--- src/rtl/fp_divider_iter.sv ---
// fp_divider_iter
// Sequential floating-point divider: quotient = a / b.
// The mantissa quotient is built by radix-2 restoring division, one bit
// per clock, then rounded to nearest-even. Special operands (NaN, inf,
// zero) bypass the divide loop and complete one edge after acceptance.
// Subnormal operands are treated as zero, and tiny results flush to zero.
//
// Handshake semantics (both ports):
//   A transfer happens on a rising clk edge where valid and ready are both
//   high. The producer holds valid and its data stable until that edge.
//   in_ready is high only in IDLE (also while rst is asserted). out_valid
//   is high only in DONE, and result/flags stay constant until out_ready
//   completes the transfer. out_ready is ignored in every other state.
//
// dbg_state exposes the FSM state so that checkers can bind to it:
//   0 = IDLE, 1 = DIVIDE, 2 = ROUND, 3 = DONE.

module fp_divider_iter #(
  parameter  int EXP_W = 8,
  parameter  int MAN_W = 23,
  localparam int W     = 1 + EXP_W + MAN_W
) (
  input  logic         clk,
  input  logic         rst,
  input  logic         in_valid,
  output logic         in_ready,
  input  logic [W-1:0] a,
  input  logic [W-1:0] b,
  output logic         out_valid,
  input  logic         out_ready,
  output logic [W-1:0] result,
  output logic [4:0]   flags,
  output logic [1:0]   dbg_state
);

  // Derived constants
  localparam int BIAS  = (1 << (EXP_W - 1)) - 1;
  localparam int NQ    = MAN_W + 3;
  localparam int EW2   = EXP_W + 2;
  localparam int CNT_W = $clog2(NQ + 1);

  localparam logic signed [EW2-1:0] EXP_BIAS = EW2'(BIAS);
  localparam logic signed [EW2-1:0] EXP_MAX  = EW2'((1 << EXP_W) - 1);
  localparam logic signed [EW2-1:0] EXP_ONE  = EW2'(1);
  localparam logic [CNT_W-1:0]      CNT_ONE  = CNT_W'(1);
  localparam logic [CNT_W-1:0]      CNT_LAST = CNT_W'(NQ - 1);

  // Canonical quiet NaN: sign 0, exponent all ones, fraction MSB set
  localparam logic [W-1:0] QNAN = {1'b0, {EXP_W{1'b1}}, 1'b1, {(MAN_W-1){1'b0}}};

  // Flag bit positions: {invalid, div_by_zero, overflow, underflow, inexact}
  localparam logic [4:0] FL_INVALID = 5'b10000;
  localparam logic [4:0] FL_DBZ     = 5'b01000;
  localparam logic [4:0] FL_OVF     = 5'b00101;
  localparam logic [4:0] FL_UNF     = 5'b00011;

  typedef enum logic [1:0] {
    S_IDLE   = 2'd0,
    S_DIVIDE = 2'd1,
    S_ROUND  = 2'd2,
    S_DONE   = 2'd3
  } state_t;

  // ---------------------------------------------------------------------
  // Registers
  // ---------------------------------------------------------------------
  state_t                  r_state;
  logic                    r_sign;
  logic signed [EW2-1:0]   r_exp;
  logic [MAN_W+1:0]        r_rem;
  logic [MAN_W:0]          r_mb;
  logic [NQ-1:0]           r_q;
  logic [CNT_W-1:0]        r_cnt;
  logic                    r_out_valid;
  logic [W-1:0]            r_result;
  logic [4:0]              r_flags;

  // ---------------------------------------------------------------------
  // Operand decode (looked at only while IDLE)
  // ---------------------------------------------------------------------
  logic [EXP_W-1:0]        w_ea;
  logic [EXP_W-1:0]        w_eb;
  logic [MAN_W-1:0]        w_fa;
  logic [MAN_W-1:0]        w_fb;
  logic                    w_sign;
  logic                    w_a_zero;
  logic                    w_b_zero;
  logic                    w_a_inf;
  logic                    w_b_inf;
  logic                    w_a_nan;
  logic                    w_b_nan;
  logic signed [EW2-1:0]   w_exp_init;

  assign w_ea   = a[W-2:MAN_W];
  assign w_eb   = b[W-2:MAN_W];
  assign w_fa   = a[MAN_W-1:0];
  assign w_fb   = b[MAN_W-1:0];
  assign w_sign = a[W-1] ^ b[W-1];

  // exp = 0 covers both true zero and flushed subnormals
  assign w_a_zero = (w_ea == '0);
  assign w_b_zero = (w_eb == '0);
  assign w_a_nan  = (&w_ea) & (|w_fa);
  assign w_b_nan  = (&w_eb) & (|w_fb);
  assign w_a_inf  = (&w_ea) & ~(|w_fa);
  assign w_b_inf  = (&w_eb) & ~(|w_fb);

  // Biased quotient exponent in a signed field wide enough for both extremes
  assign w_exp_init = $signed({2'b00, w_ea}) - $signed({2'b00, w_eb}) + EXP_BIAS;

  logic                    w_special;
  logic [W-1:0]            w_spec_res;
  logic [4:0]              w_spec_flags;

  // Special-case result selection; priority order matters (NaN rules first)
  always_comb begin
    w_special    = 1'b1;
    w_spec_res   = '0;
    w_spec_flags = '0;
    if (w_a_nan || w_b_nan || (w_a_zero && w_b_zero) || (w_a_inf && w_b_inf)) begin
      w_spec_res   = QNAN;
      w_spec_flags = FL_INVALID;
    end else if (w_a_inf) begin
      w_spec_res   = {w_sign, {EXP_W{1'b1}}, {MAN_W{1'b0}}};
    end else if (w_b_zero) begin
      w_spec_res   = {w_sign, {EXP_W{1'b1}}, {MAN_W{1'b0}}};
      w_spec_flags = FL_DBZ;
    end else if (w_a_zero || w_b_inf) begin
      w_spec_res   = {w_sign, {(W-1){1'b0}}};
    end else begin
      w_special    = 1'b0;
    end
  end

  // ---------------------------------------------------------------------
  // One restoring-division step
  // ---------------------------------------------------------------------
  logic                    w_ge;
  logic [MAN_W+1:0]        w_rem_sub;
  logic [MAN_W+1:0]        w_rem_next;

  // The remainder stays below 2*mb, so the shifted value always fits
  assign w_ge       = (r_rem >= {1'b0, r_mb});
  assign w_rem_sub  = w_ge ? (r_rem - {1'b0, r_mb}) : r_rem;
  assign w_rem_next = w_rem_sub << 1;

  // ---------------------------------------------------------------------
  // Normalise, round and range check (used in ROUND)
  // ---------------------------------------------------------------------
  logic                    w_rem_nz;
  logic [MAN_W-1:0]        w_frac_pre;
  logic                    w_guard;
  logic                    w_sticky;
  logic signed [EW2-1:0]   w_exp_n;
  logic                    w_inc;
  logic [MAN_W:0]          w_frac_rnd;
  logic signed [EW2-1:0]   w_exp_r;
  logic                    w_inexact;
  logic [W-1:0]            w_rnd_res;
  logic [4:0]              w_rnd_flags;

  assign w_rem_nz = |r_rem;

  // Q[NQ-1] tells whether ma/mb landed in [1,2) or [0.5,1); the hidden bit
  // is dropped here, only the stored fraction goes through the rounder
  always_comb begin
    if (r_q[NQ-1]) begin
      w_frac_pre = r_q[NQ-2:2];
      w_guard    = r_q[1];
      w_sticky   = r_q[0] | w_rem_nz;
      w_exp_n    = r_exp;
    end else begin
      w_frac_pre = r_q[NQ-3:1];
      w_guard    = r_q[0];
      w_sticky   = w_rem_nz;
      w_exp_n    = r_exp - EXP_ONE;
    end
  end

  // Ties-to-even increment; a carry out of the fraction bumps the exponent
  // and leaves the fraction bits at zero
  assign w_inc      = w_guard & (w_sticky | w_frac_pre[0]);
  assign w_frac_rnd = {1'b0, w_frac_pre} + {{MAN_W{1'b0}}, w_inc};
  assign w_exp_r    = w_frac_rnd[MAN_W] ? (w_exp_n + EXP_ONE) : w_exp_n;
  assign w_inexact  = w_guard | w_sticky;

  // Overflow to infinity, flush-to-zero on underflow, else pack
  always_comb begin
    w_rnd_res   = {r_sign, w_exp_r[EXP_W-1:0], w_frac_rnd[MAN_W-1:0]};
    w_rnd_flags = {4'b0000, w_inexact};
    if (w_exp_r >= EXP_MAX) begin
      w_rnd_res   = {r_sign, {EXP_W{1'b1}}, {MAN_W{1'b0}}};
      w_rnd_flags = FL_OVF;
    end else if (w_exp_r[EW2-1] || (w_exp_r == '0)) begin
      w_rnd_res   = {r_sign, {(W-1){1'b0}}};
      w_rnd_flags = FL_UNF;
    end
  end

  // ---------------------------------------------------------------------
  // Control FSM with registered outputs
  // ---------------------------------------------------------------------
  // Sequences accept -> divide -> round -> hold result until consumed
  always_ff @(posedge clk or posedge rst) begin
    if (rst) begin
      r_state     <= S_IDLE;
      r_sign      <= 1'b0;
      r_exp       <= '0;
      r_rem       <= '0;
      r_mb        <= '0;
      r_q         <= '0;
      r_cnt       <= '0;
      r_out_valid <= 1'b0;
      r_result    <= '0;
      r_flags     <= '0;
    end else begin
      case (r_state)
        S_IDLE: begin
          if (in_valid) begin
            r_sign  <= w_sign;
            r_flags <= '0;
            if (w_special) begin
              r_result    <= w_spec_res;
              r_flags     <= w_spec_flags;
              r_out_valid <= 1'b1;
              r_state     <= S_DONE;
            end else begin
              r_rem   <= {1'b0, 1'b1, w_fa};
              r_mb    <= {1'b1, w_fb};
              r_exp   <= w_exp_init;
              r_q     <= '0;
              r_cnt   <= '0;
              r_state <= S_DIVIDE;
            end
          end
        end
        S_DIVIDE: begin
          r_rem <= w_rem_next;
          r_q   <= {r_q[NQ-2:0], w_ge};
          r_cnt <= r_cnt + CNT_ONE;
          if (r_cnt == CNT_LAST) begin
            r_state <= S_ROUND;
          end
        end
        S_ROUND: begin
          r_result    <= w_rnd_res;
          r_flags     <= w_rnd_flags;
          r_out_valid <= 1'b1;
          r_state     <= S_DONE;
        end
        S_DONE: begin
          if (out_ready) begin
            r_out_valid <= 1'b0;
            r_state     <= S_IDLE;
          end
        end
        default: begin
          r_state <= S_IDLE;
        end
      endcase
    end
  end

  assign in_ready  = (r_state == S_IDLE);
  assign out_valid = r_out_valid;
  assign result    = r_result;
  assign flags     = r_flags;
  assign dbg_state = r_state;

endmodule
--- config.mk ---
export PLATFORM = sky130hd
export DESIGN_NAME = fp_divider_iter
export DESIGN_NICKNAME = d
export VERILOG_FILES = /design/src/rtl/fp_divider_iter.sv
export SDC_FILE = /design/constraint.sdc
export NUM_CORES = 1
export LEC_CHECK = 0
export CAP_MARGIN = 0
export CORE_MARGIN = 4
export CORE_UTILIZATION = 50
export CTS_BUF_LIST = sky130_fd_sc_hd__clkbuf_8 sky130_fd_sc_hd__clkbuf_16
export CTS_CLUSTER_DIAMETER = 80
export DETAILED_ROUTE_END_ITERATION = 7
export PLACE_DENSITY = 0.72
export SLEW_MARGIN = 20
export SYNTH_ARGS = -nofsm -noshare
export SYNTH_HDL_FRONTEND = slang
export SYNTH_SLANG_ARGS = --single-unit
--- constraint.sdc ---
create_clock -name clk -period 10.24 [get_ports clk]
set_clock_uncertainty 0.2 [all_clocks]
set_input_delay 1.536 -clock clk [delete_from_list [all_inputs] [get_ports clk]]
set_output_delay 1.536 -clock clk [all_outputs]
set_load 0.005 [all_outputs]
; After elaboration in Yosys (flattened, before gate mapping)
; Cells that the tools add are included.
; Widths: inputs -> output; s select.
[totals]
ff_bits = 131
latch_bits = 0
mem_bits_rw = 0
rom_bits = 0
in_bits = 68
mem_count = 0
[op_classes]
n_addsub = 7
n_mul = 0
n_div = 0
magnitude_cmp = 2
eq_ne = 9
shifts = 0
n_mux = 45
bitwise = 12
n_reduce_logical = 26
[op_table]
columns = cell, count
row1 = $mux 32, 6
row2 = $pmux 32 s2, 1
row3 = $mux 31, 2
row4 = $mux 26, 2
row5 = $pmux 26 s2, 1
row6 = $mux 25, 2
row7 = $pmux 25 s2, 1
row8 = $reduce_or 23->1, 2
row9 = $ge 25x24->1, 1
row10 = $mux 5, 5
row11 = $reduce_or 25->1, 1
row12 = $add 23x1->24, 1
row13 = $mux 24, 1
row14 = $sub 24x24->24, 1
row15 = $mux 23, 1
row16 = $mux 10, 2
row17 = $pmux 5 s2, 2
row18 = $logic_not 8->1, 2
row19 = $reduce_and 8->1, 2
row20 = $reduce_and 3->1, 4
row21 = $add 10x2->10 const B, 1
row22 = $add 9x8->10 const B, 1
row23 = $ge 10x9->1 const B, 1
row24 = $logic_not 10->1, 1
row25 = 25 further kinds, 57

; Logic depth before layout (Yosys ltp)
; Gate-level depths: netlist of run 1.
[depth]
depth_word = 12
ltp_mapped = 15
ltp_nobuf = 12

; Worst setup path before layout of run 1
; OpenSTA, ideal clock, no wires.
[synth_path]
path_type = input port to flip-flop
start = input port b[25]
end = register r_result[23], in the netlist result[23]
setup_ps = 139
arrival_time_ps = 3546
t_required_ps = 9901
slack_ps = 6355
cell_stages = 10
path_cell_list = inv_1 -> or4_1 -> and4_1 -> clkbuf_1 -> and2_1 -> or2_2 -> clkbuf_1 -> clkbuf_1 -> a22oi_1 -> o211ai_1
[synth_via]
elab_chain_len = 9
[synth_rtl]
columns = item, line_no
row1 = start: declaration, 28  ; input logic [W-1:0] b,
row2 = $reduce_and 8->1, "104, 106"
row3 = $and 1x1->1 (on tied branches), "106, 104"
row4 = $logic_or 1x1->1 (on tied branches), "128, 120"
row5 = $mux 1 or $logic_or 1x1->1 (tied branches), "128, 120"
row6 = $mux 1 or $logic_or 1x1->1 (tied branches), "125, 120"
row7 = $mux 1 or $mux 32 (tied branches), "123, 120"
row8 = $mux 1 or $mux 32 (tied branches), "120, 222"
row9 = $ne 2x1->1 (no line) or $mux 32 (tied branches), --
row10 = $reduce_and 3->1 (no line) or $pmux 32 s2 (tied branches), --
row11 = end signal: assignment, 223  ; r_result <= w_spec_res;
row12 = end signal: assignment, 246  ; r_result <= w_rnd_res;
row13 = end: declaration, 75  ; logic [W-1:0] r_result;
; Parallel ways exist; a longest one is shown, timed or not. The select of a mux whose other input is x is not followed.
; A chain may end at the register's enable or synchronous reset.

; Worst setup path after layout of run 1
[layout_path]
start = register r_q[25]
end = register r_result[8], in the netlist result[8]
[layout_via]
elab_chain_len = 10
[layout_rtl]
columns = item, line_no
row1 = start: declaration, 72  ; logic [NQ-1:0] r_q;
row2 = start signal: assignment, 239  ; r_q <= {r_q[NQ-2:0], w_ge};
row3 = branches (longest 8 deep; another with $add 23x1->24), --
row4 = $mux 31 (*), 191  ; if (w_exp_r >= EXP_MAX) begin
row5 = $pmux 32 s2 (*), 217  ; case (r_state)
; Every way passes the cells marked *.

==> impl_metrics.env, run 1 <==
export IMPL_clkSinkCount=131
export IMPL_synthTopCellsByArea="dfrtp_1, nand2_1, ha_1"
export IMPL_maxCapViolCount=0
export IMPL_avgViaCountPerCell=6.04
export IMPL_die_h_um=145
export IMPL_syn_instance_count=1123
export IMPL_grt_remaining_overflow=0
export IMPL_yosysSeqAreaShare_pct=34.8
export IMPL_cts_root_buf="clkbuf_16"
export IMPL_post_synth_cell_area_avg_um2=8.40
export IMPL_start_util_pct=51.6
export IMPL_crit_fanout=48
export IMPL_initialDrtViolationCount=601
export IMPL_clockBufferDepth=2
export IMPL_ctsHtreeMaxLevel=4
export IMPL_synthTopCellsByCount="nand2_1, dfrtp_1, o21ai_0, nor2_1, inv_1"
export IMPL_min_period_ps=4620
export IMPL_die_w_um=145
export IMPL_drive_above_1_share_pct=6.07
export IMPL_post_cts_resized=0
export IMPL_leakagePower_nw=4.64
export IMPL_drc=0
export IMPL_ys_warn_count=0
export IMPL_ys_async_sr_fraction_pct=100
export IMPL_grt_first_pass_wirelength_um=41600
export IMPL_io_buffers=108
export IMPL_r2r_cells=9
export IMPL_r2r_slack_ps=5620
export IMPL_cpLargestDelayFamily="simple AND/OR/NAND/NOR gates"
export IMPL_crit_arrival_ps=4730
export IMPL_timing_critical_path_buf_inv=1
export IMPL_antenna_left=0
export IMPL_yosysMostFrequentCell="nand2_1"
export IMPL_gp_congestion=0.860
export IMPL_area_delta_synth_final_pct=19.4
export IMPL_grt_start_max_net_pins=74
export IMPL_routed_wl_um=25500
export IMPL_crit_slowest_cell="dfrtp_2"
export IMPL_clock_latency_ps=430
export IMPL_worst_pin_slew_ps=950
export IMPL_setup_violations=0
export IMPL_synth_edf_count=0
export IMPL_clk_pin_slew_worst_paths_ps=60
export IMPL_drtPass1Iterations=5
export IMPL_slew_headroom_pct=36.7
export IMPL_rows=49
export IMPL_post_place_cells=1400
export IMPL_post_cts_buffers=0
export IMPL_io_pins=109
export IMPL_final_core_util_pct=61.6
export IMPL_vias=8655
export IMPL_ys_types=75
export IMPL_synth_nets=1235
export IMPL_antenna_found_initial=0
export IMPL_rsz0062_at_grt="no"
export IMPL_end_kind="register"
export IMPL_cp_data_required_time_ps=10350
export IMPL_first_global_vias=8213
export IMPL_crit_chain="nand2_1 > a2111oi_2 > nand4_1 > or4_4 > xor2_1 > o41ai_2 > a211oi_2 > buf_4 > a32o_1"
export IMPL_drv_slew=0
export IMPL_start_kind="register"
export IMPL_finalHoldViolations=0
export IMPL_synth_main_ff_cell="dfrtp_1"
export IMPL_track_usage_pct=23.7
export IMPL_p_per_area_mw_per_mm2=303
export IMPL_cp_depth=9
export IMPL_diodes=0
export IMPL_outcome="finished clean"
export IMPL_fp_dieArea_mm2=0.0211
export IMPL_yosysTopAreaCellShare_pct=34.8
export IMPL_synth_cell_area_mm2=0.00943
export IMPL_stdcell_count=1432
export IMPL_wire_per_inst_um=17.8
export IMPL_yosysTopAreaCell="dfrtp_1"
export IMPL_dpl_hpwl_um=18400
export IMPL_cts_buffers_inserted=17
export IMPL_worst_setup_path_type="reg2reg"
export IMPL_slowest_delay_ps=1000
export IMPL_fin_crit_sh_pct=45.1
export IMPL_core_area_mm2=0.0183
export IMPL_vdd_drop_max_mv=0.208
export IMPL_cts_tree="yes"
export IMPL_holdPathStages=2
export IMPL_postCtsHoldBufs=0
export IMPL_ys_ff_latch=131
export IMPL_setup_tns_ps=0
export IMPL_hold_class="reg2reg"
export IMPL_fmax_mhz=217
export IMPL_nets=1302
-- metal layers --
metal / wire length (um) / part of all wire [%] / track usage (%)
met3: 1480 / 5.8 / 4.83
met4: 411 / 1.6 / 6.51
met1: 11400 / 45 / 31.8
met2: 12200 / 48 / 39.4
met5: 0 / 0 / 0
-- sequential cells by signal, summed over array words and instances, names as in the netlist, 2 cells and up --
| register | flops |
|---|---|
| r_exp | 10 |
| r_rem | 25 |
| result | 32 |
| r_cnt | 5 |
| r_mb | 24 |
| dbg_state | 2 |
| r_q | 26 |
| flags | 5 |
-- logic make-up (layout without fill, tap and decap cells) --
kind of cell    count (synthesis)  count (layout)  share of synthesized area [%]
compound gates                310             310                           21.6
xor+xnor                       71              71                           6.82
fa+ha+maj                      44              44                           6.00
buf+inv                       131             211                           5.64
flops                         131             131                           34.8
mux                            34              34                           3.68
simple gates                  402             402                           21.4
-- final cells by class --
type	instances	area [um2]
fillers	1598	7010
multi-input cells	861	5620
flip-flops and latches	131	3280
repair buffers	117	1150
clock buffers	19	453
well taps	229	287
inverters	62	235
clock inverters	13	231
-- per-stage QoR --
step	hold slack [ps]	total power, mW	instance area [um2]	setup slack (ps)
floorplan	218	2.19	9430	5010
global placement	237	2.62	10600	5460
detailed placement	257	2.66	10600	5370
CTS	270	3.39	11300	5630
global route	300	3.65	11300	5310
finish	278	3.41	11300	5620
-- worst register-to-register path, stage by stage (launching register included) --
cell and delay (ps):
dfrtp_2 1000, nand2_1 240, a2111oi_2 680, nand4_1 550, or4_4 680, xor2_1 210
o41ai_2 420, a211oi_2 60, buf_4 220, a32o_1 250
-- placed cells by master (no fill, tap or decap), drive strengths merged, types with 9 or more instances in the layout --
| master | count |
|---|---|
| xnor2 | 48 |
| nor3 | 16 |
| clkdlybuf4s50 | 108 |
| nor4 | 25 |
| or3 | 10 |
| and3 | 20 |
| o21a | 12 |
| a21oi | 55 |
| o211ai | 12 |
| buf | 9 |
| nand2 | 151 |
| o31ai | 11 |
| nor2 | 63 |
| a211oi | 13 |
| dfrtp | 131 |
| xor2 | 22 |
| ha | 42 |
| nand3 | 33 |
| nand4 | 18 |
| clkbuf | 19 |
| o21ai | 105 |
| inv | 63 |
| mux2i | 29 |
| a31oi | 11 |
| a21o | 10 |
| and2 | 9 |
| a22o | 24 |
-- power by group --
| part | total [mW] | switching (mW) | internal (mW) | leakage (nW) |
|---|---|---|---|---|
| logic | 1.88 | 1.11 | 0.767 | 2.60 |
| registers | 0.825 | 0.160 | 0.664 | 1.70 |
| clock network | 0.708 | 0.239 | 0.469 | 0.335 |
| total | 3.41 | 1.51 | 1.90 | 4.64 |
-- final timing paths --
check,start,endpoint
worst max-delay path,r_q[25]$_DFFE_PP0P_,result[8]$_DFFE_PP0P_
worst min-delay path,r_mb[23]$_DFFE_PP0P_,r_mb[23]$_DFFE_PP0P_
worst min register to register,r_mb[23]$_DFFE_PP0P_,r_mb[23]$_DFFE_PP0P_
worst max register to register,r_q[25]$_DFFE_PP0P_,result[8]$_DFFE_PP0P_
max in group asynchronous,rst,r_mb[17]$_DFFE_PP0P_
min in group asynchronous,rst,result[4]$_DFFE_PP0P_
(Power assumes the default switching activity.)
==> run 2: changes to the inputs <==
- PLACE_DENSITY: 0.72 -> 0.75
- clock period: 10.24 -> 4.1 ns (I/O delays scaled with it)
==> run 2 against run 1 <==
Against the previous run: setup slack worse by 5300 ps; fmax grew 21%; count of clock-buffer cells in the layout unchanged; non-clock buffer count grew 21; routed wire length rose by 1.4%; final area rose by 1.1%; die area did not move; clock power increased by 130%; sequential cell count unchanged; global-route usage increased by 0.23 points; critical path type unchanged; highest routed layer unchanged.
==> impl_metrics.env, run 2 (synthesized netlist as in run 1, its figures left out) <==
export IMPL_post_cts_buffers=0
export IMPL_hp_start="r_mb[23]$_DFFE_PP0P_"
export IMPL_crit_chain="inv_1 > ha_1 > or4b_1 > a2111oi_0 > a41oi_1 > or4_4 > a21oi_4 > o41ai_2 > a211oi_2 > buf_4 > a32o_1"
export IMPL_setup_tns_ps=0
export IMPL_grt_remaining_overflow=0
export IMPL_drive_above_1_share_pct=7.76
export IMPL_vias=8782
export IMPL_end_kind="register"
export IMPL_r2r_start="r_exp[0]$_DFFE_PP0P_"
export IMPL_clockBufferDepth=2
export IMPL_clk_pin_slew_worst_paths_ps=60
export IMPL_nets=1323
export IMPL_fmax_mhz=263
export IMPL_clock_latency_ps=430
export IMPL_slew_headroom_pct=46.0
export IMPL_setup_violations=0
export IMPL_cts_root_buf="clkbuf_16"
export IMPL_min_period_ps=3810
export IMPL_core_area_mm2=0.0183
export IMPL_first_global_vias=8305
export IMPL_p_per_area_mw_per_mm2=748
export IMPL_io_buffers=108
export IMPL_avgViaCountPerCell=6.04
export IMPL_stdcell_count=1453
export IMPL_cts_tree="yes"
export IMPL_dpl_hpwl_um=19000
export IMPL_routed_wl_um=25800
export IMPL_final_cell_mix="nand2_1, dfrtp_1, clkdlybuf4s50_1"
export IMPL_outcome="finished clean"
export IMPL_grt_first_pass_wirelength_um=42100
export IMPL_crit_start="r_exp[0]$_DFFE_PP0P_"
export IMPL_clkSinkCount=131
export IMPL_track_usage_pct=24.0
export IMPL_crit_fanout=22
export IMPL_post_cts_resized=0
export IMPL_worst_setup_path_type="reg2reg"
export IMPL_crit_slowest_cell="or4b_1"
export IMPL_grt_start_max_net_pins=67
export IMPL_pwr_share_clk_pct=19.1
export IMPL_rsz0062_at_grt="no"
export IMPL_maxCapViolCount=0
export IMPL_initialDrtViolationCount=736
export IMPL_worst_pin_slew_ps=810
export IMPL_area_delta_synth_final_pct=20.8
export IMPL_wire_per_inst_um=17.8
export IMPL_start_kind="register"
export IMPL_hold_class="reg2reg"
export IMPL_p_comb_share_pct=57.0
export IMPL_antenna_left=0
export IMPL_drc=0
export IMPL_gp_congestion=0.944
export IMPL_postCtsHoldBufs=0
export IMPL_cp_data_required_time_ps=4260
export IMPL_p_sw_mw=3.81
export IMPL_io_pins=109
export IMPL_drtPass1Iterations=5
export IMPL_fin_crit_sh_pct=92.8
export IMPL_vdd_drop_max_mv=0.557
export IMPL_pwr_share_seq_pct=24.0
export IMPL_ctsHtreeMaxLevel=4
export IMPL_drv_slew=0
export IMPL_fp_dieArea_mm2=0.0211
export IMPL_finalHoldViolations=0
export IMPL_die_w_um=145
export IMPL_start_util_pct=51.6
export IMPL_die_h_um=145
export IMPL_largest_reg_flops=32
export IMPL_leakagePower_nw=4.72
export IMPL_crit_arrival_ps=3970
export IMPL_rows=49
export IMPL_cts_buffers_inserted=17
export IMPL_final_common_cell="nand2_1"
export IMPL_p_int_mw=4.70
export IMPL_p_sw_share_pct=44.8
export IMPL_slowest_delay_ps=570
export IMPL_post_place_cells=1421
export IMPL_diodes=0
export IMPL_antenna_found_initial=0
export IMPL_final_core_util_pct=62.3
-- run 2: cell count changes in the layout (fill, tap and decap cells not counted), moves of 2 or more --
cell,delta
buf_12,+2
bufinv_16,-3
clkinvlp_4,+2
inv_6,+3
buf_4,+19
-- run 2: cell type report --
type,count,area [um2]
tap,229,287
fill,1589,6880
clock buffer,19,453
timing repair buffer,138,1330
sequential,131,3280
clock inverter,13,175
multi-input combinational,861,5620
inverter,62,236
-- run 2: final timing paths --
path                       depth (start not counted)                     end  slack (ps)
min in group asynchronous                          2     r_q[12]$_DFFE_PP0P_         460
setup / recovery                                  11   result[9]$_DFFE_PP0P_         290
hold reg to reg                                    2    r_mb[23]$_DFFE_PP0P_         270
max in group asynchronous                          3  result[24]$_DFFE_PP0P_        2370
setup reg to reg                                  11   result[9]$_DFFE_PP0P_         290
hold / removal                                     2    r_mb[23]$_DFFE_PP0P_         270
-- run 2: per-layer routing --
| metal | GRT usage, % | routed length, um | part of all wire [%] |
|---|---|---|---|
| met5 | 0 | 0 | 0 |
| met4 | 8.26 | 602 | 2.3 |
| met3 | 3.68 | 1750 | 6.8 |
| met2 | 39.1 | 12100 | 47 |
| met1 | 32.8 | 11400 | 44 |
-- run 2: critical path, delay by kind of cell, from the launching register on --
kind	cells	cell delay [ps]
and+or+nand+nor	2	1040
DFF	1	470
buffers and inverters	2	430
AOI/OAI and AO/OA	6	1330
adders and majority gates	1	250
-- run 2: power groups by stage --
stage	sequential, mW	combinational [mW]	clock, mW
CTS	2.03	4.80	1.64
global placement	2.04	4.66	0
detailed placement	2.04	4.75	0
finish	2.04	4.85	1.62
global route	2.08	5.37	1.69
floorplan	1.87	3.60	0
-- run 2: through the flow --
stage	instance area, um2	hold WS, ps	setup slack, ps	power, mW
after floorplan	9430	218	310	5.47
after global placement	10800	255	483	6.70
after detailed placement	10800	261	417	6.79
after CTS	11400	275	366	8.47
after global routing	11400	299	90.4	9.13
final	11400	272	294	8.51
